## src/rtl/clk_div_sched.sv

```systemverilog
`default_nettype none
// ============================================================================
// Module   : clk_div_sched
// Brief    : Round-robin owner arbitration for one shared clk_div; meters LEN-tick bursts.
// Revision : 1.0
// ============================================================================
module clk_div_sched #(
  parameter int N_REQ   = 4,
  parameter int LEN_W   = 8,
  parameter int DIVIDER = 5
) (
  input  logic                   clk_in,
  input  logic                   rst_n,
  input  logic [N_REQ-1:0]       req,
  input  logic [N_REQ*LEN_W-1:0] len,
  output logic [N_REQ-1:0]       grant,
  output logic [N_REQ-1:0]       tick,
  output logic [N_REQ-1:0]       done,
  output logic                   busy,
  output logic                   div_enable,
  input  logic                   div_pulse
);

  localparam int PTR_W = (N_REQ > 1) ? $clog2(N_REQ) : 1;
  localparam logic [PTR_W:0] C_N_REQ = (PTR_W+1)'(N_REQ);

  typedef enum logic [1:0] {
    S_IDLE = 2'd0,
    S_RUN  = 2'd1,
    S_DONE = 2'd2
  } state_t;

  // The divider itself lives outside; DIVIDER only fixes the tick spacing seen on div_pulse.
  generate
    if (N_REQ < 2 || N_REQ > 8 || LEN_W < 1 || DIVIDER < 1) begin : g_bad_param
      $error("clk_div_sched: parameter out of range");
    end
  endgenerate

  state_t               state_q, state_d;
  logic [N_REQ-1:0]     grant_q, grant_d;
  logic [N_REQ-1:0]     done_q, done_d;
  logic                 div_enable_q, div_enable_d;
  logic [PTR_W-1:0]     rr_ptr_q, rr_ptr_d;
  logic [PTR_W-1:0]     sel_q, sel_d;
  logic [LEN_W-1:0]     remaining_q, remaining_d;

  logic                 arb_found;
  logic [PTR_W-1:0]     arb_sel;
  logic [PTR_W-1:0]     arb_cand;
  logic [LEN_W-1:0]     arb_len;

  // Modular add that also works when N_REQ is not a power of two.
  function automatic logic [PTR_W-1:0] ptr_inc(input logic [PTR_W-1:0] p,
                                               input logic [PTR_W-1:0] k);
    logic [PTR_W:0] s;
    s = {1'b0, p} + {1'b0, k};
    if (s >= C_N_REQ) s = s - C_N_REQ;
    return s[PTR_W-1:0];
  endfunction

  function automatic logic [N_REQ-1:0] onehot(input logic [PTR_W-1:0] idx);
    logic [N_REQ-1:0] v;
    v      = '0;
    v[idx] = 1'b1;
    return v;
  endfunction

  // Walk downward so the candidate closest to rr_ptr is the last one written.
  always_comb begin
    arb_found = 1'b0;
    arb_sel   = rr_ptr_q;
    arb_cand  = rr_ptr_q;
    for (int k = N_REQ - 1; k >= 0; k--) begin
      arb_cand = ptr_inc(rr_ptr_q, PTR_W'(k));
      if (req[arb_cand]) begin
        arb_found = 1'b1;
        arb_sel   = arb_cand;
      end
    end
    arb_len = len[int'(arb_sel)*LEN_W +: LEN_W];
  end

  always_comb begin
    state_d      = state_q;
    grant_d      = grant_q;
    done_d       = '0;
    div_enable_d = div_enable_q;
    rr_ptr_d     = rr_ptr_q;
    sel_d        = sel_q;
    remaining_d  = remaining_q;
    case (state_q)
      S_IDLE: begin
        grant_d      = '0;
        div_enable_d = 1'b0;
        if (arb_found) begin
          sel_d       = arb_sel;
          remaining_d = arb_len;
          if (arb_len == '0) begin
            state_d = S_DONE;
            done_d  = onehot(arb_sel);
          end else begin
            state_d      = S_RUN;
            grant_d      = onehot(arb_sel);
            div_enable_d = 1'b1;
          end
        end
      end
      S_RUN: begin
        // Abort wins over a coincident final pulse; that pulse still reaches tick.
        if (!req[sel_q]) begin
          state_d      = S_IDLE;
          grant_d      = '0;
          div_enable_d = 1'b0;
          rr_ptr_d     = ptr_inc(sel_q, PTR_W'(1));
        end else if (div_pulse) begin
          remaining_d = remaining_q - LEN_W'(1);
          if (remaining_q == LEN_W'(1)) begin
            state_d      = S_DONE;
            grant_d      = '0;
            div_enable_d = 1'b0;
            done_d       = onehot(sel_q);
          end
        end
      end
      S_DONE: begin
        state_d      = S_IDLE;
        grant_d      = '0;
        div_enable_d = 1'b0;
        rr_ptr_d     = ptr_inc(sel_q, PTR_W'(1));
      end
      default: begin
        state_d      = S_IDLE;
        grant_d      = '0;
        div_enable_d = 1'b0;
      end
    endcase
  end

  always_ff @(posedge clk_in or negedge rst_n) begin
    if (!rst_n) begin
      state_q      <= S_IDLE;
      grant_q      <= '0;
      done_q       <= '0;
      div_enable_q <= 1'b0;
      rr_ptr_q     <= '0;
      sel_q        <= '0;
      remaining_q  <= '0;
    end else begin
      state_q      <= state_d;
      grant_q      <= grant_d;
      done_q       <= done_d;
      div_enable_q <= div_enable_d;
      rr_ptr_q     <= rr_ptr_d;
      sel_q        <= sel_d;
      remaining_q  <= remaining_d;
    end
  end

  assign grant      = grant_q;
  assign done       = done_q;
  assign div_enable = div_enable_q;
  assign busy       = (state_q == S_RUN) || (state_q == S_DONE);
  assign tick       = grant_q & {N_REQ{div_pulse && (state_q == S_RUN)}};

endmodule
`default_nettype wire

```

## config.mk

```make
export PLATFORM = sky130hd
export DESIGN_NAME = clk_div_sched
export DESIGN_NICKNAME = d
export VERILOG_FILES = /design/src/rtl/clk_div_sched.sv
export SDC_FILE = /design/constraint.sdc
export NUM_CORES = 1
export LEC_CHECK = 0
export ABC_AREA = 1
export BUFFER_PORTS_ARGS = -buffer_cell sky130_fd_sc_hd__clkbuf_2
export CORE_UTILIZATION = 52
export CTS_BUF_LIST = sky130_fd_sc_hd__clkbuf_4 sky130_fd_sc_hd__clkbuf_8 sky130_fd_sc_hd__clkbuf_16
export CTS_CLUSTER_DIAMETER = 50
export DETAILED_ROUTE_END_ITERATION = 12
export PLACE_DENSITY = 0.8
export SYNTH_ARGS = -nofsm -noshare
export SYNTH_HDL_FRONTEND = slang
export SYNTH_SLANG_ARGS = --single-unit
```

## constraint.sdc

```tcl
create_clock -name clk_in -period 2.5 [get_ports clk_in]
set_input_delay 0.375 -clock clk_in [delete_from_list [all_inputs] [get_ports clk_in]]
set_output_delay 0.375 -clock clk_in [all_outputs]
set_load 0.02 [all_outputs]
```

# Yosys cells after proc, flatten, opt, wreduce, memory -nomap -nowiden
# Index checks and enable logic that the tools add are counted.
# W data, S select, Z words.
[op_classes]
n_addsub = 10
multipliers = 0
div_mod_pow = 0
order_cmp = 13
n_eq_ne = 9
n_shift = 1
n_mux = 57
n_bitwise = 1
n_reduce_logical = 13
[ops]
columns = ["cell", "count"]
rows = [
  ["$mux W4", 10],
  ["$shiftx A32 B6 Y8", 1],
  ["$mux W2", 15],
  ["$mux W8", 3],
  ["$lt A2 B3 Y1 const B", 6],
  ["$mux W1", 16],
  ["$pmux W4 S2", 2],
  ["$pmux W8 S2", 1],
  ["$ge A3 B3 Y1 const B", 4],
  ["$bmux W1 S2", 5],
  ["$sub A2 B1 Y2 const B", 5],
  ["$eq A8 B1 Y1 const B", 1],
  ["$logic_not A8 Y1", 1],
  ["$ne A2 B2 Y1 const B", 4],
  ["$pmux W2 S2", 2],
  ["$sub A8 B1 Y8 const B", 1],
  ["$add A2 B1 Y3 const B", 2],
  ["$add A2 B2 Y3 const B", 2],
  ["$ne A3 B3 Y1 const B", 2],
  ["$reduce_and A2 Y1", 3],
  ["$and A4 B4 Y4", 1],
  ["$demux W1 S2", 2],
  ["$ge A2 B1 Y1 const B", 2],
  ["$reduce_and A4 Y1", 1],
  ["9 further kinds", 12],
]
[word_totals]
regBits = 23
latch_bits = 0
mem_bits_rw = 0
romBits = 0
mem_count = 0

# Logic depth before layout (Yosys ltp)
# Gate-level depths: netlist (run 1).
[depth]
depth_word = 16
ltp_mapped = 23
mapped_depth_nobuf = 21

# Worst setup path after synthesis (run 1)
# No wires, ideal clock.
[synth_timing]
path_type = "reg-to-reg"
from = "register rr_ptr_q[0]"
to = "register div_enable_q (netlist: div_enable)"
setup_time_ns = 0.118
arrival_time_ns = 1.961
required_ns = 2.382
slack_ns = 0.421
stages_incl_launch_ff = 23
cell_sequence = "dfrtp_1 buf_6 inv_4 nand2_1 nand2_1 nand2_1 nand2_1 nand2_1 nand2_2 nand2_2 nand2_4 nand2_2 buf_2 nand2_1 nand2_1 nand2_1 nand2_1 nor2_1 nand2_1 nor2_4 inv_2 nand2_1 nand2_1"
[synth_between]
elab_chain_cells = 14
[synth_rtl]
columns = ["item", "line_no", "rtl"]
rows = [
  ["start: declaration", "44", "logic [PTR_W-1:0] rr_ptr_q, rr_ptr_d;"],
  ["start signal: assignment", "154", "rr_ptr_q <= rr_ptr_d;"],
  ["$add A2 B2 Y3", "57", "s = {1'b0, p} + {1'b0, k};"],
  ["$ge A3 B3 Y1 / $sub A2 B1 Y2 (equally long branches)", "58", "if (s >= C_N_REQ) s = s - C_N_REQ;"],
  ["$mux W2", "58", ""],
  ["$bmux W1 S2", "76", "if (req[arb_cand]) begin"],
  ["$mux W1 (implied by the code)", "76", ""],
  ["$mux W2 (4 in a row)", "76", ""],
  ["$shiftx A32 B6 Y8", "81", "arb_len = len[int'(arb_sel)*LEN_W +: LEN_W];"],
  ["$logic_not A8 Y1", "99", "if (arb_len == '0) begin"],
  ["$mux W1", "99", ""],
  ["$mux W1 *", "96", "if (arb_found) begin"],
  ["$pmux W1 S2 *", "92", "case (state_q)"],
  ["end signal: assignment", "153", "div_enable_q <= div_enable_d;"],
  ["end: declaration", "43", "logic div_enable_q, div_enable_d;"],
]
# Every way passes the cells marked *; elsewhere a longest branch is shown, timed or not. The select of a mux whose other input is x is not followed.
# A chain may end at the register's enable or synchronous reset.

# Final worst setup path (run 1)
[layout_timing]
from = "register rr_ptr_q[0]"
to = "register done_q[3] (netlist: done[3])"
[layout_between]
elab_chain_cells = 16
[layout_rtl]
columns = ["item", "line_no", "rtl"]
rows = [
  ["branches (longest 14 deep; another with $add A2 B2 Y3)", "n/a", ""],
  ["$mux W4 *", "96", ""],
  ["$pmux W4 S2 *", "92", ""],
  ["named net done_d[3]", "42", "logic [N_REQ-1:0] done_q, done_d;"],
  ["end signal: assignment", "152", "done_q <= done_d;"],
  ["end: declaration", "42", ""],
]
# Mark *: on every way through the listed nets, which the timed path passes. The select of a mux whose other input is x is not followed.

==> results of run 1 <==
## flip-flops by register name (all words and copies together), names as in the netlist
name and count:
grant 4, done 4, sel_q 2, state_q 2
div_enable 1, remaining_q 8, rr_ptr_q 2
## report_power, final
| group | leakage, nW | total (mW) | internal, mW | switching [mW] |
|---|---|---|---|---|
| logic | 1.12 | 3.21 | 1.23 | 1.99 |
| clock network | 0.0184 | 0.179 | 0.0731 | 0.106 |
| registers | 0.290 | 0.643 | 0.526 | 0.117 |
| total | 1.43 | 4.04 | 1.82 | 2.21 |
## synthesized netlist by cell type (all sizes together)
library cell  instances
ha                    8
nand2               125
a21oi                10
a22oi                 1
clkbuf                2
buf                   6
o21bai                2
nand3                39
xor2                  2
inv                  37
o22ai                 1
o21ai                17
nor2                 26
dfrtp                23
nand4                 2
a31oi                 4
## repair_timing
item,in CTS,in global routing
gates resized for setup,1,38
gates cloned,0,3
pin swaps,0,23
setup buffers,0,7
setup endpoints to repair,6,11
## worst max path at each step
stage | to | slack (ns) | cells after the start
2_1_floorplan | div_enable$_DFFE_PN0P_ | 0.42 | 22
6_report | done[3]$_DFF_PN0_ | 0.09 | 20
3_5_place_dp | grant[1]$_DFFE_PN0P_ | -0.008 | 19
5_1_grt | done[3]$_DFF_PN0_ | -0.06 | 20
3_3_place_gp | div_enable$_DFFE_PN0P_ | 0.06 | 19
4_1_cts | grant[1]$_DFFE_PN0P_ | 0.06 | 18
## final cells by class
| cell class | instances | area (sq um) | share of cell area (%) |
|---|---|---|---|
| Clock buffer | 4 | 30.0 | 1.21 |
| Timing Repair Buffer | 66 | 439 | 17.7 |
| Tap cell | 46 | 57.6 | 2.31 |
| Sequential cell | 23 | 577 | 23.2 |
| Multi-Input combinational cell | 238 | 1230 | 49.5 |
| Inverter | 37 | 151 | 6.09 |
## layer usage
layer	wire (um)	vias up
met1	2140	976
met3	286	10
met5	0	-
met4	79	0
met2	2560	78
li1	-	1097
## logic make-up after synthesis
family | synth area share (%)
flip-flops | 30.7
XOR/XNOR | 0.934
AO/OA/AOI/OAI | 10.1
AND/OR/NAND/NOR | 42.8
buffers and inverters | 10.2
adder cells (fa/ha/maj) | 5.34
==> impl_metrics.yaml, run 1 <==
synthesis:
  yosys_warnings: 0
  yosys.area.top_type: "dfrtp_1"
  ys_top_cells_by_area: "dfrtp_1, nand2_1, nand3_1, inv_1, ha_1"
  synth_seq_area_share_pct: 30.7
  synth_cells: 305
  syn_nets: 352
  synthDistinctLibCells: 24
  syn-cell-area_sq_mm: 0.00188
  yosys_register_bits: 23
  yosys.area.top_type_share_pct: 30.7
  avgSynthCellArea_sq_um: 6.15
placement:
  dpl_cell_area_sq_mm: 0.00218
  dp_cells: 400
  preCtsSetupSlack_ns: -0.00832
  portBuffers: 52
  gp_congestion: 0.896
  dp_hpwl_um: 3560
critical_path:
  cp_max_fo: 7
  cpPeakStageDelay_ns: 0.45
  cp-end-kind: "flip-flop"
  reg2reg_to: "done[3]$_DFF_PN0_"
  crit_path_top_delay_cell: "dfrtp_2"
  crit_arrival_ns: 2.65
  path_common_cell: "nand2_1"
  crit_buf_inv: 4
  crit_start: "rr_ptr_q[0]$_DFFE_PN0P_"
  path_class: "reg2reg"
  cp.required_ns: 2.74
  cp_cell_sequence: "buf_12 -> clkinv_8 -> nand2_1 -> nand2_2 -> nand2_2 -> nand2_1 -> nand2_1 -> nand2_2 -> nand3_4 -> clkbuf_16 -> nand3_1 -> nand2_1 -> nand2_1 -> nand2_1 -> nor2_1 -> nand2_1 -> nor2_4 -> buf_6 -> nand3_1 -> nand2_1"
  rr_startpoint: "rr_ptr_q[0]$_DFFE_PN0P_"
  r2r_slack_ns: 0.09
  crit_family: "simple AND/OR/NAND/NOR gates"
  cp-start-kind: "flip-flop"
  rr_worst_depth: 20
route:
  dr.pass1.iters: 4
  vias_per_cell: 5.22
  ant_nets: 0
  route.detailed.drc: 0
  vias: 2161
  wirelength_um: 5060
  routedWlPerCell_um: 12.2
  drt-initial-drc-count: 241
run:
  drv_cap: 0
timing:
  setup_violations: 0
  fin_ws_ns: 0.0898
  hold_ws_ns: 0.0337
  fin_setup_tns_ns: 0
  period_minus_slack_ns: 2.41
  slew_viol_final: 0
  max_freq_ghz: 0.415
  slew_headroom_pct: 61.7
  worst_pin_slew_ns: 0.575
  fin_crit_sh_pct: 96.4
  fin_skew_ns: 0.00868
  finalHoldViolCount: 0
power:
  power-per-cell-area_mw_per_mm2: 1620
  total_power_mw: 4.04
  power_leakage_nw: 1.43
  vdd_drop_max_uv: 953
clock_network:
  htree_levels: 1
  clkSinkCount: 23
  numCtsBuffers: 3
  cts_tree: "built"
  cts_hold_buf: 0
  cts_root_buf: "clkbuf_4"
  clock_latency_ns: 0.31
  cts_max_path_buffers: 2
  clk_pin_slew_worst_paths_ns: 0.12
global_route:
  grt_antenna_before_repair: 0
  grt_util_met3_pct: 4.76
  grt_max_degree: 24
  met1_usage_pct: 30.5
  grt_overflow: 0
  grt_pass1_vias: 1755
  grt_usage_pct: 24.4
  grt_use_met2_pct: 44.2
  grt_pass1_wl_um: 7020
  busiest_layer: "met2"
floorplan:
  ios: 53
  start_util_pct: 55.3
  core_area_sq_mm: 0.00339
  die_h_um: 62.1
  rows: 21
  die_area_sq_mm: 0.00385
  fp.dieW_um: 62.1
layout:
  final_common_cell: "nand2_1"
  final_cell_mix: "nand2_1, clkbuf_2, nand3_1"
  area_growth_syn_to_layout_pct: 32.6
  num_antenna_cells: 0
  final_util_pct: 73.4
  final_cells: 414
  final_nets: 416
  drive_gt1_share_pct: 27.4
  fillers: 268
  fin_area_sq_mm: 0.00249
outcome:
  outcome: "completed"
hold_path:
  hp-class: "in2async"
(Power assumes the default switching activity.)
==> run 2: changes to the inputs <==
Settings changed: CORE_UTILIZATION 52 to 53, CTS_BUF_LIST sky130_fd_sc_hd__clkbuf_4 sky130_fd_sc_hd__clkbuf_8 sky130_fd_sc_hd__clkbuf_16 to sky130_fd_sc_hd__clkbuf_4 sky130_fd_sc_hd__clkbuf_8, PLACE_DENSITY 0.8 to 0.81.
==> run 2 against run 1 <==
  * Worst hold slack got worse by 0.011 ns
  * Via count fell by 2.9%
  * Global-route usage rose by 0.86 points
  * Die area fell by 1.8%
  * Clock skew fell by 0.0065 ns
  * Critical endpoint is now done[0]$_DFF_PN0_
  * Largest cell class unchanged
  * Largest power group unchanged
  * Highest routed layer unchanged
==> impl_metrics.yaml, run 2 (same netlist as run 1, synthesis figures left out) <==
global_route:
  grt_pass1_wl_um: 7150
  grt_max_degree: 24
  grt_overflow: 0
  grt_antenna_before_repair: 0
  grt_pass1_vias: 1778
  grt_usage_pct: 25.3
outcome:
  outcome: "completed"
floorplan:
  die_area_sq_mm: 0.00378
  core_area_sq_mm: 0.00336
  fp.dieW_um: 61.5
  ios: 53
  rows: 21
  start_util_pct: 55.8
  die_h_um: 61.5
critical_path:
  cp.required_ns: 2.77
  crit_arrival_ns: 2.64
  path_class: "reg2reg"
  cp-start-kind: "flip-flop"
  cp_max_fo: 10
  cp-end-kind: "flip-flop"
route:
  ant_nets: 0
  routedWlPerCell_um: 11.5
  wirelength_um: 4720
  route.detailed.drc: 0
  vias_per_cell: 5.13
  drt-initial-drc-count: 108
  dr.pass1.iters: 6
  vias: 2098
clock_network:
  clk_pin_slew_worst_paths_ns: 0.13
  cts_max_path_buffers: 2
  cts_hold_buf: 0
  clkSinkCount: 23
  cts_tree: "built"
  cts_root_buf: "clkbuf_4"
  htree_levels: 1
  clock_latency_ns: 0.32
  numCtsBuffers: 3
layout:
  drive_gt1_share_pct: 24.5
  num_antenna_cells: 0
  largest_reg_flops: 8
  final_cell_mix: "nand2_1, clkbuf_2, nand3_1"
  final_util_pct: 69.5
  final_nets: 411
  top_register: "remaining_q"
  fillers: 325
  fin_area_sq_mm: 0.00234
  area_growth_syn_to_layout_pct: 24.5
  seqCellArea_sq_um: 577
  final_common_cell: "nand2_1"
  final_cells: 409
  multi_input_area_sq_mm: 0.00117
timing:
  slew_headroom_pct: 60.6
  slew_viol_final: 0
  fin_ws_ns: 0.125
  finalHoldViolCount: 0
  fin_crit_sh_pct: 95.0
  setup_violations: 0
  period_minus_slack_ns: 2.38
  max_freq_ghz: 0.421
  worst_pin_slew_ns: 0.591
  fin_skew_ns: 0.00221
placement:
  preCtsSetupSlack_ns: -0.0132
  gp_congestion: 0.879
  dp_hpwl_um: 3520
  dpl_cell_area_sq_mm: 0.00217
  portBuffers: 52
  dp_cells: 399
power:
  power_leakage_nw: 1.37
  power-per-cell-area_mw_per_mm2: 1540
  vdd_drop_max_uv: 819
hold_path:
  hp-class: "in2async"
run:
  drv_cap: 0
## run 2: cell count changes in the layout (fill, tap and decap cells not counted), moves of 2 or more
cell,delta
nand3_2,-4
nand2_1,+2
nand3_1,+4
nand2_8,-2
buf_4,-2
## run 2: what timing repair did
action / CTS / global route
cloned: 0 / 2
buffers inserted: 0 / 4
endpoints found under the setup margin: 3 / 11
resized for setup: 1 / 19
pin swaps: 0 / 6
## run 2: where the power goes
group | switching, mW | total (mW) | leakage (nW) | internal, mW
Clock | 0.121 | 0.194 | 0.0184 | 0.0734
Sequential | 0.116 | 0.642 | 0.290 | 0.526
Combinational | 1.80 | 2.76 | 1.06 | 0.964
## run 2: path summary, 6_finish.rpt
kind | startpoint | end | slack (ns) | depth (start not counted)
max | rr_ptr_q[0]$_DFFE_PN0P_ | done[0]$_DFF_PN0_ | 0.12 | 20
min | rst_n | remaining_q[6]$_DFFE_PN0P_ | 0.02 | 1
max reg2reg | rr_ptr_q[0]$_DFFE_PN0P_ | done[0]$_DFF_PN0_ | 0.12 | 20
min reg2reg | div_enable$_DFFE_PN0P_ | div_enable$_DFFE_PN0P_ | 0.50 | 2
max in group asynchronous | rst_n | rr_ptr_q[0]$_DFFE_PN0P_ | 2.06 | 1
min in group clk_in | len[26] | remaining_q[2]$_DFFE_PN0P_ | 0.48 | 7
## run 2: cell type report
cell class	instances	share of cell area [%]
clock buffer	4	1.29
inverter	37	6.16
multi-input combinational	238	50.1
sequential	23	24.7
tap	46	2.46
timing repair buffer	61	15.3
## run 2: layer usage
layer  routed length, um  global-route usage [%]
met5                   0                       0
met4                  23                    5.08
met3                 272                    4.83
met2                2430                    47.5
met1                1990                    29.8
## run 2: stage by stage
step	hold slack [ns]	setup TNS [ns]	total power, mW
after floorplan	0.0794	0	2.57
after global placement	0.395	0	3.03
after detailed placement	0.403	-0.0195	3.07
after CTS	0.0441	0	3.26
after global routing	0.0664	-0.232	3.98
final	0.0229	0	3.60
## run 2: worst max-delay path, cell delays in order (launching register included)
cell and delay, ns:
dfrtp_2 0.43, buf_2 0.16, nand2_1 0.08, nand2_1 0.07, nand2_1 0.09, nand2_1 0.06
inv_2 0.07, nand2_2 0.07, nand3_4 0.15, buf_4 0.14, nand2_4 0.08, nand2_1 0.07
nand2_1 0.04, nand2_1 0.06, nand2_2 0.07, nor2_2 0.13, nand2_2 0.08, nor2_4 0.16
buf_4 0.14, nand3_1 0.06, nand2_1 0.09
==> run 3: changes to the inputs <==
Settings changed: ABC_AREA 1 to default, CORE_ASPECT_RATIO from default to 2, PLACE_DENSITY 0.81 to 0.82.
==> run 3 against run 2 <==
  * Synthesized cell count down 31%
  * Worst hold slack gained 0.065 ns
  * Worst setup slack improved by 0.088 ns
  * Maximum frequency up 3.9%
  * Clock skew about the same
  * Critical path depth decreased by 12
  * Critical path type unchanged
  * Critical endpoint is now grant[0]$_DFFE_PN0P_
  * Largest cell class unchanged
  * Largest power group unchanged
==> impl_metrics.yaml, run 3 <==
outcome:
  outcome: "completed"
synthesis:
  syn-cell-area_sq_mm: 0.00175
  async_flop_share_pct: 100
  yosysMostFrequentCell: "nand2_1"
  synth_cells: 211
  yosys.area.top_type: "dfrtp_1"
  synth_common_cells: "nand2_1, dfrtp_1, inv_1"
  synth_seq_area_share_pct: 32.8
  yosys_warnings: 0
  yosys_register_bits: 23
  ys_top_cells_by_area: "dfrtp_1, o221ai_1, nand2_1, ha_1, inv_1"
  synth_edf_count: 0
  avgSynthCellArea_sq_um: 8.31
  yosys.area.top_type_share_pct: 32.8
  synthFlopType: "dfrtp_1"
  synthDistinctLibCells: 43
  syn_nets: 258
floorplan:
  fp.dieW_um: 42.7
  die_area_sq_mm: 0.00356
  core_area_sq_mm: 0.00316
  die_h_um: 83.4
  ios: 53
  start_util_pct: 55.6
  rows: 29
clock_network:
  cts_setup_buffers: 0
  clock_latency_ns: 0.27
  cts_max_path_buffers: 2
  htree_levels: 1
  cts_resized: 0
  cts_tree: "built"
  clk_pin_slew_worst_paths_ns: 0.08
  cts_hold_buf: 0
  numCtsBuffers: 3
  cts_root_buf: "clkbuf_8"
  clkSinkCount: 23
layout:
  final_common_cell: "clkbuf_2"
  drive_gt1_share_pct: 28.9
  num_antenna_cells: 0
  final_cells: 297
  largest_reg_flops: 8
  top_register: "remaining_q"
  fillers: 294
  final_cell_mix: "clkbuf_2, nand2_1, dfrtp_1"
  final_nets: 314
  area_growth_syn_to_layout_pct: 20.7
global_route:
  grt_max_degree: 24
  grt_pass1_vias: 1828
  grt_usage_pct: 28.4
  grt_pass1_wl_um: 7870
  grt_overflow: 0
  grt_antenna_before_repair: 0
timing:
  slew_viol_final: 0
  worst_pin_slew_ns: 0.570
  period_minus_slack_ns: 2.29
  rsz0062_at_grt: "false"
  setup_violations: 0
  hold_ws_ns: 0.0881
  fin_skew_ns: 0.00255
  finalHoldViolCount: 0
  fin_crit_sh_pct: 91.5
  fin_setup_tns_ns: 0
  slew_headroom_pct: 62.0
  max_freq_ghz: 0.437
route:
  vias_per_cell: 6.10
  vias: 1812
  route.detailed.drc: 0
  wirelength_um: 4660
  dr.pass1.iters: 4
  drt-initial-drc-count: 65
  ant_nets: 0
  routedWlPerCell_um: 15.7
critical_path:
  cp.required_ns: 2.66
  path_class: "reg2reg"
  cp-end-kind: "flip-flop"
  cp-start-kind: "flip-flop"
  crit_arrival_ns: 2.45
  r2r_slack_ns: 0.21
  cp_max_fo: 19
power:
  vdd_drop_max_uv: 733
  power_leakage_nw: 1.09
  power-per-cell-area_mw_per_mm2: 1180
  total_power_mw: 2.50
placement:
  gp_congestion: 0.877
  dp_cells: 293
  portBuffers: 52
  dp_hpwl_um: 3700
run:
  drv_cap: 0
hold_path:
  hp-class: "in2async"
## run 3: changes by cell type after synthesis, moves of 5 or more
cell	before	now
and3_1	0	6
inv_1	32	22
o221ai_1	0	16
nand3_1	38	3
nor2_1	25	6
a21oi_1	10	16
nand2_1	121	31
clkbuf_1	2	7
o21ai_0	16	9
nor2b_1	0	6
nor3_1	0	6
## run 3: per-stage QoR
stage / utilization [%] / setup slack, ns / instance area (sq um)
after CTS: 67.1 / 0.225 / 2120
after detailed placement: 65.6 / 0.137 / 2070
after global placement: 65.6 / 0.179 / 2070
after global routing: 67.1 / 0.0529 / 2120
final: 67.1 / 0.213 / 2120
after floorplan: - / 0.201 / 1750
## run 3: worst paths after layout
| kind | cells after the start | to | start |
|---|---|---|---|
| max in group asynchronous | 1 | remaining_q[7]$_DFFE_PN0P_ | rst_n |
| min reg2reg | 1 | remaining_q[5]$_DFFE_PN0P_ | remaining_q[5]$_DFFE_PN0P_ |
| min | 1 | sel_q[0]$_DFFE_PN0P_ | rst_n |
| max reg2reg | 8 | grant[0]$_DFFE_PN0P_ | rr_ptr_q[1]$_DFFE_PN0P_ |
| min in group clk_in | 1 | remaining_q[5]$_DFFE_PN0P_ | remaining_q[5]$_DFFE_PN0P_ |
| max | 8 | grant[0]$_DFFE_PN0P_ | rr_ptr_q[1]$_DFFE_PN0P_ |
## run 3: worst max-delay path, stage by stage, from the launching register on
cell and delay (ns):
dfrtp_1 0.43, and3b_1 0.22, nor4_4 0.23, nor2b_1 0.07, buf_4 0.20, o221ai_1 0.30, a22oi_1 0.14, and4_4 0.25
o41ai_2 0.34
## run 3: cell families (layout without fill, tap and decap cells)
kind of cell | Yosys count | in the layout | synth area share (%)
DFF | 23 | 23 | 32.8
adders and majority gates | 8 | 8 | 5.71
muxes | 2 | 2 | 1.93
buffers and inverters | 34 | 89 | 8.20
and+or+nand+nor | 75 | 75 | 22.3
AOI/OAI and AO/OA | 69 | 69 | 29.1
## run 3: where the power goes
group	internal, mW	switching [mW]	total, mW
Combinational	0.650	0.941	1.59
Sequential	0.531	0.154	0.685
Clock	0.111	0.117	0.228
## run 3: final cells by class
cell class | instances | area, sq um | area share [%]
multi-input combinational | 154 | 1030 | 48.9
sequential | 23 | 576 | 27.2
timing repair buffer | 62 | 335 | 15.8
inverter | 23 | 86.3 | 4.08
clock buffer | 3 | 41.3 | 1.95
tap | 31 | 38.8 | 1.83
clock inverter | 1 | 5.00 | 0.236
## run 3: per-layer routing
metal / track usage [%] / up-vias / wire [um]
met1: 29.1 / 843 / 1690
met5: 0 / - / 0
li1: - / 885 / -
met4: 19.0 / 0 / 262
met3: 1.96 / 21 / 166
met2: 51.4 / 63 / 2550
